**src/rtl/axis_pwm_audio_out.sv**
```systemverilog
// Stereo PWM audio output fed by an AXI-Stream of 2-word (left, right) packets.
// A shadow pair is filled from the stream and handed to the PWM comparators
// only at the counter wrap, so every PWM period uses a single stable duty.
`timescale 1ns/1ps
module axis_pwm_audio_out #(
    parameter int DATA_WIDTH = 12
) (
    input  logic                  clk,
    input  logic                  reset,
    input  logic [DATA_WIDTH-1:0] s_axis_data,
    input  logic                  s_axis_valid,
    output logic                  s_axis_ready,
    input  logic                  s_axis_last,
    output logic                  pwm_l,
    output logic                  pwm_r,
    output logic                  underrun,
    output logic                  framing_err
);

    typedef enum logic [1:0] {
        WAIT_L = 2'd0,
        WAIT_R = 2'd1,
        FULL   = 2'd2
    } rx_state_t;

    localparam logic [DATA_WIDTH-1:0] MIDSCALE = {1'b1, {(DATA_WIDTH-1){1'b0}}};
    localparam logic [DATA_WIDTH-1:0] ALL_ONES = {DATA_WIDTH{1'b1}};
    localparam logic [DATA_WIDTH-1:0] ONE      = {{(DATA_WIDTH-1){1'b0}}, 1'b1};

    // Two's complement to offset binary: flipping the MSB is exact for the full range.
    function automatic logic [DATA_WIDTH-1:0] to_offset(input logic [DATA_WIDTH-1:0] sample);
        return sample ^ MIDSCALE;
    endfunction

    rx_state_t             state_r, state_s;
    logic [DATA_WIDTH-1:0] pwm_cnt_r;
    logic [DATA_WIDTH-1:0] shadow_l_r, shadow_l_s;
    logic [DATA_WIDTH-1:0] shadow_r_r, shadow_r_s;
    logic [DATA_WIDTH-1:0] active_l_r, active_l_s;
    logic [DATA_WIDTH-1:0] active_r_r, active_r_s;
    logic                  pwm_l_r, pwm_r_r;
    logic                  underrun_r, underrun_s;
    logic                  framing_err_r, framing_err_s;
    logic                  wrap_s;
    logic                  xfer_s;

    // Ready comes straight from the registered state so it never depends on valid.
    assign s_axis_ready = (state_r != FULL);
    assign xfer_s       = s_axis_valid & s_axis_ready;
    assign wrap_s       = (pwm_cnt_r == ALL_ONES);

    assign pwm_l       = pwm_l_r;
    assign pwm_r       = pwm_r_r;
    assign underrun    = underrun_r;
    assign framing_err = framing_err_r;

    // Packet receive FSM, shadow capture and wrap-time hand-over to the comparators.
    always_comb begin
        state_s       = state_r;
        shadow_l_s    = shadow_l_r;
        shadow_r_s    = shadow_r_r;
        active_l_s    = active_l_r;
        active_r_s    = active_r_r;
        framing_err_s = 1'b0;
        underrun_s    = 1'b0;
        case (state_r)
            WAIT_L: begin
                if (xfer_s && !s_axis_last) begin
                    shadow_l_s = s_axis_data;
                    state_s    = WAIT_R;
                end else if (xfer_s) begin
                    // A right word with no left word before it is dropped.
                    framing_err_s = 1'b1;
                end else begin
                    state_s = WAIT_L;
                end
            end
            WAIT_R: begin
                if (xfer_s && s_axis_last) begin
                    shadow_r_s = s_axis_data;
                    state_s    = FULL;
                end else if (xfer_s) begin
                    // A second left word replaces the first; keep waiting for right.
                    shadow_l_s    = s_axis_data;
                    framing_err_s = 1'b1;
                end else begin
                    state_s = WAIT_R;
                end
            end
            FULL: begin
                if (wrap_s) begin
                    active_l_s = to_offset(shadow_l_r);
                    active_r_s = to_offset(shadow_r_r);
                    state_s    = WAIT_L;
                end else begin
                    state_s = FULL;
                end
            end
            default: begin
                state_s = WAIT_L;
            end
        endcase
        // Decided on the pre-update state: a pair completing on the wrap is one period late.
        if (wrap_s && (state_r != FULL)) begin
            underrun_s = 1'b1;
        end else begin
            underrun_s = 1'b0;
        end
    end

    // State, counter, sample registers and registered PWM/status outputs.
    always_ff @(posedge clk or posedge reset) begin
        if (reset) begin
            state_r       <= WAIT_L;
            pwm_cnt_r     <= {DATA_WIDTH{1'b0}};
            shadow_l_r    <= {DATA_WIDTH{1'b0}};
            shadow_r_r    <= {DATA_WIDTH{1'b0}};
            active_l_r    <= MIDSCALE;
            active_r_r    <= MIDSCALE;
            pwm_l_r       <= 1'b0;
            pwm_r_r       <= 1'b0;
            underrun_r    <= 1'b0;
            framing_err_r <= 1'b0;
        end else begin
            state_r       <= state_s;
            pwm_cnt_r     <= pwm_cnt_r + ONE;
            shadow_l_r    <= shadow_l_s;
            shadow_r_r    <= shadow_r_s;
            active_l_r    <= active_l_s;
            active_r_r    <= active_r_s;
            // The comparison uses the active value in force for this counter value,
            // so a load at the wrap first applies at count 0.
            pwm_l_r       <= (pwm_cnt_r < active_l_r);
            pwm_r_r       <= (pwm_cnt_r < active_r_r);
            underrun_r    <= underrun_s;
            framing_err_r <= framing_err_s;
        end
    end

endmodule

```
**config.mk**
```make
export PLATFORM = sky130hd
export DESIGN_NAME = axis_pwm_audio_out
export DESIGN_NICKNAME = d
export VERILOG_FILES = /design/src/rtl/axis_pwm_audio_out.sv
export SDC_FILE = /design/constraint.sdc
export NUM_CORES = 1
export LEC_CHECK = 0
export CELL_PAD_IN_SITES_DETAIL_PLACEMENT = 1
export CELL_PAD_IN_SITES_GLOBAL_PLACEMENT = 2
export CORE_UTILIZATION = 35
export CTS_BUF_LIST = sky130_fd_sc_hd__clkbuf_4 sky130_fd_sc_hd__clkbuf_8
export DETAILED_ROUTE_END_ITERATION = 16
export PLACE_DENSITY_LB_ADDON = 0.08
export SLEW_MARGIN = 25
export SYNTH_ARGS = -nofsm -noshare
export SYNTH_HDL_FRONTEND = slang
export SYNTH_SLANG_ARGS = --single-unit
```
**constraint.sdc**
```tcl
create_clock -name clk -period 2 [get_ports clk]
set_input_delay 0.4 -clock clk [delete_from_list [all_inputs] [get_ports clk]]
set_output_delay 0.4 -clock clk [all_outputs]
set_load 0.005 [all_outputs]
```
Word-level counts from Yosys, hierarchy flattened
Index checks and enable logic that the tools add are counted.

word-level totals
  flip-flop bits (word level) = 66
  input bits = 16
  output and inout bits = 5
  word-level logic and storage cells = 50

cells by class
  $add $sub $neg = 1
  order comparisons = 2
  equality and inequality tests = 9
  muxes and demuxes = 15
  bitwise gates (word level) = 3
  reduce and logical (&&, ||, !) cells = 10

operators by type and width
  kind                                                 count
  two-way mux 12 bit                                   3
  < comparator 12 bit                                  2
  one-hot mux 12 bit (2 select lines)                  1
  adder 12 x 1 -> 12 bit, second input constant        1
  equality test 12 bit, second input constant          1
  two-way mux 2 bit                                    5
  != test 2 bit, second input constant                 4
  != test 3 bit, second input constant                 2
  one-hot mux 2 bit (3 select lines)                   1
  AND reduction 2 bit                                  3
  two-way mux 1 bit                                    4
  AND reduction 4 bit                                  1
  logical AND 1 bit                                    3
  equality test 2 x 1 -> 1 bit, second input constant  1
  equality test 2 bit, second input constant           1
  zero test 2 bit                                      1
  inverter 1 bit                                       2
  one-hot mux 1 bit (2 select lines)                   1
  nonzero test 2 bit                                   1
  AND 1 bit                                            1
  zero test 1 bit                                      1

Longest topological paths before layout
Gate-level depths: netlist of run 1.

  word-level depth = 5
  depth in mapped cells = 6
  depth with buffers taken out = 6

Worst setup path before layout of run 1
OpenSTA, ideal clock, no wires.

  path type = reg2reg
  start point = reg pwm_cnt_r[2]
  end point = reg pwm_r_r, in the netlist pwm_r
  setup time = 0.104 ns
  data arrival time = 1.493 ns
  data required time = 1.896 ns
  setup slack = 0.404 ns
  stages on the path, launching flop included = 6
  path buffers = 0
  clock period less this slack = 1.596 ns
  cell sequence = dfrtp_1 > ha_1 > a211o_1 > a31oi_1 > o31ai_1 > a221oi_1

between the ends
  cells in the longest elaborated chain, start to end = 1

RTL lines
  element                   RTL line  text
  start: declaration        36        logic [DATA_WIDTH-1:0] pwm_cnt_r;
  start signal: assignment  115       pwm_cnt_r <= {DATA_WIDTH{1'b0}};
  start signal: assignment  126       pwm_cnt_r <= pwm_cnt_r + ONE;
  < comparator 12 bit       134       pwm_r_r <= (pwm_cnt_r < active_r_r);
  end signal: assignment    134
  end: declaration          41        logic pwm_l_r, pwm_r_r;

No other way between the ends.
A chain may end at the register's enable or synchronous reset.

Worst setup path after layout of run 1
  start point = reg state_r[0]
  end point = out s_axis_ready

between the ends
  cells in the longest elaborated chain, start to end = 1

RTL lines
  element                   RTL line  text
  start: declaration        35        rx_state_t state_r, state_s;
  start signal: assignment  125       state_r <= state_s;
  != test 2 bit             48        assign s_axis_ready = (state_r != FULL);
  end: declaration          12        output logic s_axis_ready,

No other way between the ends.

==> results of run 1 <==
timing repair:
item                                    4_1_cts  5_1_grt
pin swaps                                     0        1
hold buffers                                  0        0
resized for setup                             2        2
endpoints found under the setup margin        1        1
state kept, by name (all words and copies together), names as in the netlist, 2 cells and up:
register	count
shadow_r_r	12
state_r	2
active_l_r	12
pwm_cnt_r	12
shadow_l_r	12
active_r_r	12
per-stage QoR:
stage                     setup WS, ns  hold slack, ns
final                            0.138           0.436
after global routing            0.0181           0.482
after CTS                       0.0440           0.449
after detailed placement        -0.171           0.437
after global placement          -0.174           0.409
after floorplan                  0.404           0.398
critical path, cell delays in order (launching register included):
cell	delay, ns
dfrtp_1	0.45
nand2b_1	0.17
clkdlybuf4s50_1	0.50
per-layer routing:
layer  track usage  up-vias
li1              -      896
met1         0.206      961
met2         0.243       20
met3        0.0352       10
met4        0.0735        0
met5             0        -
layout make-up:
cell class | count | share of cell area
inverters | 25 | 0.0256
multi-input cells | 141 | 0.355
well taps | 108 | 0.0355
clock inverters | 6 | 0.0299
clock buffers | 10 | 0.0361
repair buffers | 29 | 0.0834
flip-flops and latches | 66 | 0.434
cell families (layout without fill, tap and decap cells):
kind of cell	count (synthesis)	count (layout)
adder cells (fa/ha/maj)	23	23
buffers and inverters	29	70
AO/OA/AOI/OAI	23	23
AND/OR/NAND/NOR	38	38
XOR/XNOR	11	11
multiplexers	46	46
flip-flops	66	66
power groups by stage:
stage               registers [mW]  logic (mW)  clock network [mW]
CTS                           1.67       0.385                1.45
floorplan                     1.65       0.262                   0
detailed placement            1.70       0.385                   0
global route                  1.70       0.413                1.50
global placement              1.68       0.369                   0
finish                        1.67       0.374                1.40
placed cells by master, fill, tap and decap left out, types with 2 or more instances in the layout:
| cell type | Yosys | layout |
|---|---|---|
| ha_1 | 23 | 23 |
| and2_1 | 3 | 3 |
| nand2_1 | 7 | 7 |
| clkdlybuf4s50_1 | 0 | 20 |
| mux2_4 | 16 | 16 |
| xor2_1 | 5 | 5 |
| and3_1 | 2 | 2 |
| o21ai_0 | 6 | 6 |
| a21o_1 | 3 | 3 |
| and4_1 | 2 | 2 |
| buf_12 | 0 | 4 |
| dfstp_2 | 2 | 2 |
| nor2_1 | 7 | 7 |
| mux2_2 | 30 | 30 |
| clkbuf_8 | 0 | 10 |
| buf_4 | 0 | 5 |
| clkinvlp_4 | 0 | 3 |
| inv_1 | 25 | 24 |
| bufinv_16 | 0 | 3 |
| a21oi_1 | 4 | 4 |
| a211oi_1 | 4 | 3 |
| nand4_1 | 4 | 4 |
| dfrtp_1 | 64 | 63 |
| xnor2_1 | 6 | 6 |
| nand2b_1 | 4 | 4 |
| nand3_1 | 3 | 3 |
path summary, 6_finish.rpt:
path / to / slack (ns)
max: s_axis_ready / 0.14
min: active_r_r[11] / 0.44
max reg2reg: pwm_l / 0.14
min reg2reg: active_r_r[11] / 0.44
max in group asynchronous: active_l_r[11] / 1.20
min in group asynchronous: shadow_l_r[7] / 0.49
==> metrics, run 1 <==
Syn-to-layout area delta 22.0%; Synth Area in Compound Gates 0.0481; Post-Synth XOR/XNOR Area 0.0308; most numerous cell in the Yosys netlist dfrtp_1; adder-cell share of the synthesized area 0.0921; RSZ-0062 raised after global routing no; final wirelength ~6.1 mm; M1 wire length around 3.0 mm; post-route cell area around 3800 um^2; vias per cell slightly below 5; Num CTS Buffers 9; n_diodes 0; first-pass GRT wire length 10.4 mm; WL met3 128 um; Final Net Count 311; top cell type's share of synthesized area 0.513; Die Y approximately 96 um; Initial Util 0.360; Flop pwr share 0.485; IO Port Bufs 20; DRC 0; non-filler cells, final 385; setup violators final 0; num ports 21; GP Congestion roughly 0.7; GRT Util Overall 0.156; Synth area leaders dfrtp_1 (51%), mux2_2 (11%), ha_1 (9.2%), mux2_4 (7.7%), inv_1 (3.0%); Least-Margin Pin Slew between 0.3 and 0.4 ns; final hold viol count 0; utilization after layout 0.439; fin. max-slew vios 0; Max Used Layer met4; worst r2r src pwm_cnt_r[1]; combinational fraction of design power 0.109; critical path type flop to output pin; Top FF cell, synth dfrtp_1; Hold Crit Start shadow_r_r[11]; clock sinks 66; WL/cell between 15 and 20 um; Max-Cap Viols 0; leakage power approximately 1.8 nW; Clk Latency, worst-skew pair about 0.34 ns; largest net degree at the start of global routing 67; Post-Synthesis Cells 236; Final Cycle Share 0.931; H-tree depth 3; Internal Pwr Total 2.66 mW; Vias between 1,500 and 2,000; clock network power share 0.407; Worst Reg-to-Reg Cells 5; multi-input logic area 1350 um^2; YS warnings 0; maximum buffer depth of the clock tree 2; Reg clk slew, reported paths ~0.080 ns; Reg area about 1700 um^2; Hold Path Stages 1; Cells after DPL ~370; area leader, netlist dfrtp_1; fillcell total 911; vias in the first global route 2,030; Avg Cell Area, Syn roughly 13 um^2; clock tree from TritonCTS built; Sw Ratio 0.227; Antenna Nets Post-Route 0; post-synthesis simple-gate area fraction 0.0737; Yosys cell types 34; status finished, final reports clean; Cell Pwr Density 903 nW/um^2; cell area after synthesis about 3100 um^2; gr ovfl total 0; initial antenna violation count 0; Async SR Flop Fraction 1.00; core area 8680 um^2; Setup crit start state_r[0]; clock root buffer clkbuf_8; drt initial violations 29; FMAX around 0.54 GHz; CP startpoint kind flop; Worst Path Max Fanout 5; flops & latches, synth 66; switching power total 0.783 mW; Worst Hold Class flop to flop; Fin Setup TNS 0 ns; Seq/Total Area, Yosys 0.530; minimum clock period between 1.5 and 2 ns; most instantiated cells after synthesis dfrtp_1 (64), mux2_2 (30), inv_1 (25), ha_1 (23), mux2_4 (16); Setup Fix Bufs, Post-CTS 0; largest family of logic cells by synthesized area multiplexers; Post-synth EDFFs 0; DP Area between 3000 and 4000 um^2; DP Wirelength around 4.3 mm; Req. time, crit path roughly 1.6 ns; Syn Nets between 200 and 300; Die W around 96 um; Max IR drop VDD roughly 360 uV; Worst EP arrival about 1.5 ns; mux share of post-synthesis cell area 0.185; Design Power approximately 3.4 mW; 1st-pass router iterations 4; Die Area approximately 9300 um^2; Rel. slew slack 0.759; Site Rows 34; CP Capture Type output pin; fraction of layout cells with a size suffix above 1 0.285; Worst Skew around 0.0066 ns; WL met2 ~2.9 mm
Power figures use the tool's default switching activity.
==> run 2: changes to the inputs <==
SETUP_SLACK_MARGIN = 0.02   (was not set)
==> run 2 against run 1 <==
  * Register-to-register slack improved by 0.04 ns
  * Total power about the same
  * Cell count did not move
  * Worst setup slack better by 0.040 ns
  * Largest cell class unchanged
  * Global-route usage unchanged
  * Critical path type is now flop to flop
  * Die area is the same
  * Combinational power is essentially flat
  * Sequential power about the same
==> metrics, run 2 (synthesis gave the netlist of run 1 again) <==
Num CTS Buffers 9 (unchanged); WL/cell 15.9 um (unchanged); Rel. slew slack 0.759 (unchanged); FMAX 0.549 GHz (was 0.537 GHz); maximum buffer depth of the clock tree 2 (unchanged); vias in the first global route 2,030 (unchanged); setup violators final 0 (unchanged); Initial Util 0.360 (unchanged); GP Congestion 0.686 (unchanged); Reg clk slew, reported paths 0.08 ns (about the same); Worst EP arrival 2.10 ns (was 1.46 ns); Req. time, crit path 2.28 ns (was 1.60 ns); initial antenna violation count 0 (unchanged); Final Net Count 311 (unchanged); most frequent cells in the layout dfrtp_1 (62), mux2_2 (30), inv_1 (24), ha_1 (23), clkdlybuf4s50_1 (20) (was dfrtp_1 (63), mux2_2 (30), inv_1 (24), ha_1 (23), clkdlybuf4s50_1 (20)); clock tree from TritonCTS built (unchanged); Clk Latency, worst-skew pair 0.34 ns (about the same); fraction of layout cells with a size suffix above 1 0.289 (was 0.285); num ports 21 (unchanged); fillcell total 910 (was 911); DRC 0 (unchanged); CP Capture Type flop (was output pin); Die Area 9300 um^2 (unchanged); max incr delay on CP 0.45 ns (was 0.50 ns); reg-to-reg slack, setup 0.18 ns (was 0.14 ns); CP cell instances ha_1 -> a211oi_2 -> o21ai_1 -> a2111oi_2 -> buf_4 (was nand2b_1 -> clkdlybuf4s50_1); final hold viol count 0 (unchanged); clock sinks 66 (unchanged); H-tree depth 3 (unchanged); DP Area 3550 um^2 (unchanged); drt initial violations 29 (unchanged); Worst path slowest cell dfrtp_2 (was clkdlybuf4s50_1); most common cell after layout, fill and taps aside dfrtp_1 (unchanged); gr ovfl total 0 (unchanged); critical path type flop to flop (was flop to output pin); IO Port Bufs 20 (unchanged); status finished, final reports clean (unchanged); Max-Cap Viols 0 (unchanged); Antenna Nets Post-Route 0 (unchanged); Worst Path Max Fanout 6 (was 5); Site Rows 34 (unchanged); largest net degree at the start of global routing 67 (unchanged); fin. max-slew vios 0 (unchanged); family with the most delay on the worst path compound AO/OA/AOI/OAI gates (was buffers and inverters); leakage power 1.80 nW (about the same); Least-Margin Pin Slew 0.361 ns (unchanged); Worst Hold Class flop to flop (unchanged); Final Cycle Share 0.911 (was 0.931); WP buf/inv 1 (unchanged); Syn-to-layout area delta 22.1% (was 22.0%); Die W 96.5 um (unchanged); RSZ-0062 raised after global routing no (unchanged); final wirelength 6.13 mm (unchanged); n_diodes 0 (unchanged); Worst Skew 0.00657 ns (unchanged); CP startpoint kind flop (unchanged); Cell Pwr Density 903 nW/um^2 (about the same); Final WS setup 0.178 ns (was 0.138 ns); first-pass GRT wire length 10.4 mm (unchanged); vias per cell 4.90 (unchanged); DP Wirelength 4.34 mm (unchanged); minimum clock period 1.82 ns (was 1.86 ns); dpl ws -0.171 ns (unchanged); Max IR drop VDD 361 uV (unchanged); Die Y 96.5 um (unchanged); GRT Util Overall 0.156 (unchanged); hold buffer count at cts 0 (unchanged); core area 8680 um^2 (unchanged); Vias 1,887 (unchanged); Setup Fix Bufs, Post-CTS 0 (unchanged); clock root buffer clkbuf_8 (unchanged); post-route cell area 3810 um^2 (about the same); 1st-pass router iterations 4 (unchanged)
run 2: cell counts in the layout (fill, tap and decap cells not counted):
No cell type changed its count.
run 2: layer usage:
metal / GRT usage / up-vias / routed length [um]
met5: 0 / - / 0
met4: 0.0735 / 0 / 129
met3: 0.0352 / 10 / 128
met2: 0.243 / 20 / 2880
met1: 0.206 / 961 / 2990
li1: - / 896 / -
run 2: worst paths after layout:
check / cells after the start / startpoint / end
max: 5 / pwm_cnt_r[1] / pwm_l
min: 1 / shadow_r_r[11] / active_r_r[11]
max reg2reg: 5 / pwm_cnt_r[1] / pwm_l
min reg2reg: 1 / shadow_r_r[11] / active_r_r[11]
max in group asynchronous: 3 / reset / active_l_r[11]
min in group asynchronous: 3 / reset / shadow_l_r[7]
run 2: area by class of cell:
| type | count | area, um^2 | share of cell area |
|---|---|---|---|
| inverters | 25 | 97.6 | 0.0256 |
| repair buffers | 29 | 318 | 0.0834 |
| well taps | 108 | 135 | 0.0354 |
| clock inverters | 6 | 114 | 0.0299 |
| multi-input cells | 141 | 1350 | 0.355 |
| flip-flops and latches | 66 | 1660 | 0.435 |
| clock buffers | 10 | 138 | 0.0361 |
run 2: power by group:
group / leakage, nW / internal (mW) / switching (mW)
combinational: 0.843 / 0.246 / 0.129
clock: 0.119 / 0.864 / 0.536
sequential: 0.842 / 1.55 / 0.119
run 2: metrics by stage:
stage	TNS, ns	total power, mW	util	hold slack (ns)	instances
floorplan	0	1.91	-	0.398	236
global placement	-0.174	2.05	0.409	0.409	369
detailed placement	-0.171	2.09	0.409	0.437	369
CTS	0	3.51	0.438	0.449	385
global route	0	3.62	0.439	0.482	385
finish	0	3.44	0.439	0.436	385
run 2: worst register-to-register path, delay by kind of cell (launching register included):
| family | cells | cell delay (ns) |
|---|---|---|
| compound gates | 3 | 0.82 |
| fa+ha+maj | 1 | 0.32 |
| buf+inv | 1 | 0.17 |
| flops | 1 | 0.45 |
run 2: timing repair:
action / 4_1_cts / 5_1_grt
resized for setup: 2 / 4
endpoints found under the setup margin: 1 / 2
pin swaps: 0 / 1
==> run 3: changes to the inputs <==
CORE_UTILIZATION = 39   (was 35)
==> run 3 against run 2 <==
  * Critical path depth is 3 lower
  * Die area is 10% lower
  * Non-clock buffer count is 1 higher
  * Register-to-register slack better by 0.05 ns
  * Total power is 11% lower
  * First-iteration DRC count grew to 2.6 times the previous value
  * Clock skew is 0.0025 ns higher
  * Worst hold slack worse by 0.00055 ns
  * Via count is 1.3% lower
  * Wire length is 4.3% lower
  * Largest power group unchanged
  * Highest routed layer unchanged
==> metrics, run 3 (synthesis gave the netlist of run 1 again) <==
status finished, final reports clean (unchanged); Final Cycle Share 0.915 (was 0.911); post-route cell area 3720 um^2 (was 3810 um^2); minimum clock period 1.83 ns (was 1.82 ns); grt met3 use 0.0461 (was 0.0352); Least-Margin Pin Slew 0.352 ns (was 0.361 ns); Design Power 3.08 mW (was 3.44 mW); leakage power 1.77 nW (was 1.80 nW); FMAX 0.546 GHz (was 0.549 GHz); GP Congestion 0.707 (was 0.686); largest net degree at the start of global routing 67 (unchanged); clock tree from TritonCTS built (unchanged); vias per cell 4.90 (about the same); DP Area 3530 um^2 (was 3550 um^2); Req. time, crit path 1.60 ns (was 2.28 ns); Antenna Nets Post-Route 0 (unchanged); IO Port Bufs 20 (unchanged); Fin Setup TNS 0 ns (unchanged); Worst Reg-to-Reg Cells 5 (unchanged); Cell Pwr Density 827 nW/um^2 (was 903 nW/um^2); DRC 0 (unchanged); GRT Util Overall 0.162 (was 0.156); Worst Skew 0.00906 ns (was 0.00657 ns); non-filler cells, final 380 (was 385); CP Capture Type output pin (was flop); Hold Slack 0.436 ns (about the same); n_diodes 0 (unchanged); Cells after DPL 364 (was 369); H-tree depth 3 (unchanged); final wirelength 5.86 mm (was 6.13 mm); Worst EP arrival 1.43 ns (was 2.10 ns); hold buffer count at cts 0 (unchanged); setup violators final 0 (unchanged); Critical Path End s_axis_ready (was pwm_l); GR Util met2 0.246 (was 0.243); drt initial violations 75 (was 29); vias in the first global route 1,968 (was 2,030); Final Net Count 312 (was 311); Reg clk slew, reported paths 0.08 ns (about the same); Setup crit start state_r[0] (was pwm_cnt_r[1]); GR Util met1 0.220 (was 0.206); Most Crowded Layer GR met2 (unchanged); fin. max-slew vios 0 (unchanged); worst r2r src pwm_cnt_r[2] (was pwm_cnt_r[1]); utilization after layout 0.482 (was 0.439); Syn-to-layout area delta 19.2% (was 22.1%); RSZ-0062 raised after global routing no (unchanged); critical path type flop to output pin (was flop to flop); Critical R2R Capture pwm_r (was pwm_l); core area 7730 um^2 (was 8680 um^2); fraction of layout cells with a size suffix above 1 0.277 (was 0.289); CP startpoint kind flop (unchanged); maximum buffer depth of the clock tree 2 (unchanged); reg-to-reg slack, setup 0.23 ns (was 0.18 ns); Die W 91.5 um (was 96.5 um); most frequent cells in the layout dfrtp_1 (64), mux2_2 (30), inv_1 (24), ha_1 (23), clkdlybuf4s50_1 (20) (was dfrtp_1 (62), mux2_2 (30), inv_1 (24), ha_1 (23), clkdlybuf4s50_1 (20)); Site Rows 32 (was 34); Worst Hold Class flop to flop (unchanged); num ports 21 (unchanged); initial antenna violation count 0 (unchanged); most common cell after layout, fill and taps aside dfrtp_1 (unchanged); Setup Fix Bufs, Post-CTS 0 (unchanged); Worst Path Max Fanout 5 (was 6); dpl ws 0.116 ns (was -0.171 ns); CTS-repair resized insts 0 (was 2); 1st-pass router iterations 4 (unchanged); DP Wirelength 4.21 mm (was 4.34 mm); final hold viol count 0 (unchanged); Rel. slew slack 0.759 (about the same); Num CTS Buffers 9 (unchanged); WL/cell 15.4 um (was 15.9 um); Final WS setup 0.169 ns (was 0.178 ns); gr ovfl total 0 (unchanged); Die Area 8370 um^2 (was 9300 um^2); Initial Util 0.404 (was 0.360); first-pass GRT wire length 10.1 mm (was 10.4 mm); Max IR drop VDD 409 uV (was 361 uV); Die Y 91.5 um (was 96.5 um); Max-Cap Viols 0 (unchanged); Vias 1,862 (was 1,887); Clk Latency, worst-skew pair 0.34 ns (about the same); clock sinks 66 (unchanged); clock root buffer clkbuf_8 (unchanged)
[run 3: cell count changes in the layout (fill, tap and decap cells not counted), sizes merged]
cell	change
bufinv	-3
buf	+1
clkbuf	+1
clkinv	+1
inv	+1
[run 3: layer usage]
layer  vias up  wire length, um
met5         -                0
met4         0               91
met3         7              158
met2        21             2690
met1       934             2920
li1        900                -
[run 3: worst min path at each step]
stage	end	depth (start not counted)	slack, ns	start
2_1_floorplan	active_r_r[11]	1	0.40	shadow_r_r[11]
3_3_place_gp	active_r_r[11]	1	0.41	shadow_r_r[11]
3_5_place_dp	active_r_r[11]	1	0.44	shadow_r_r[11]
4_1_cts	active_l_r[11]	1	0.45	shadow_l_r[11]
5_1_grt	active_l_r[11]	1	0.47	shadow_l_r[11]
6_report	active_l_r[11]	1	0.44	shadow_l_r[11]
[run 3: cell type report]
class                   instances  area [um^2]
well taps                     102          128
flip-flops and latches         66         1650
fillers                       796         4000
clock inverters                 5         37.5
inverters                      25         97.6
multi-input cells             141         1340
clock buffers                  11          151
repair buffers                 30          313
[run 3: worst max-delay path: stages (launching register included)]
cell	delay [ns]
dfrtp_1	0.43
nand2b_1	0.16
clkdlybuf4s50_1	0.50
[run 3: power by group]
| group | switching [mW] | total [mW] | internal, mW |
|---|---|---|---|
| clock | 0.534 | 1.06 | 0.522 |
| combinational | 0.124 | 0.366 | 0.243 |
| sequential | 0.109 | 1.66 | 1.55 |
| total | 0.766 | 3.08 | 2.31 |
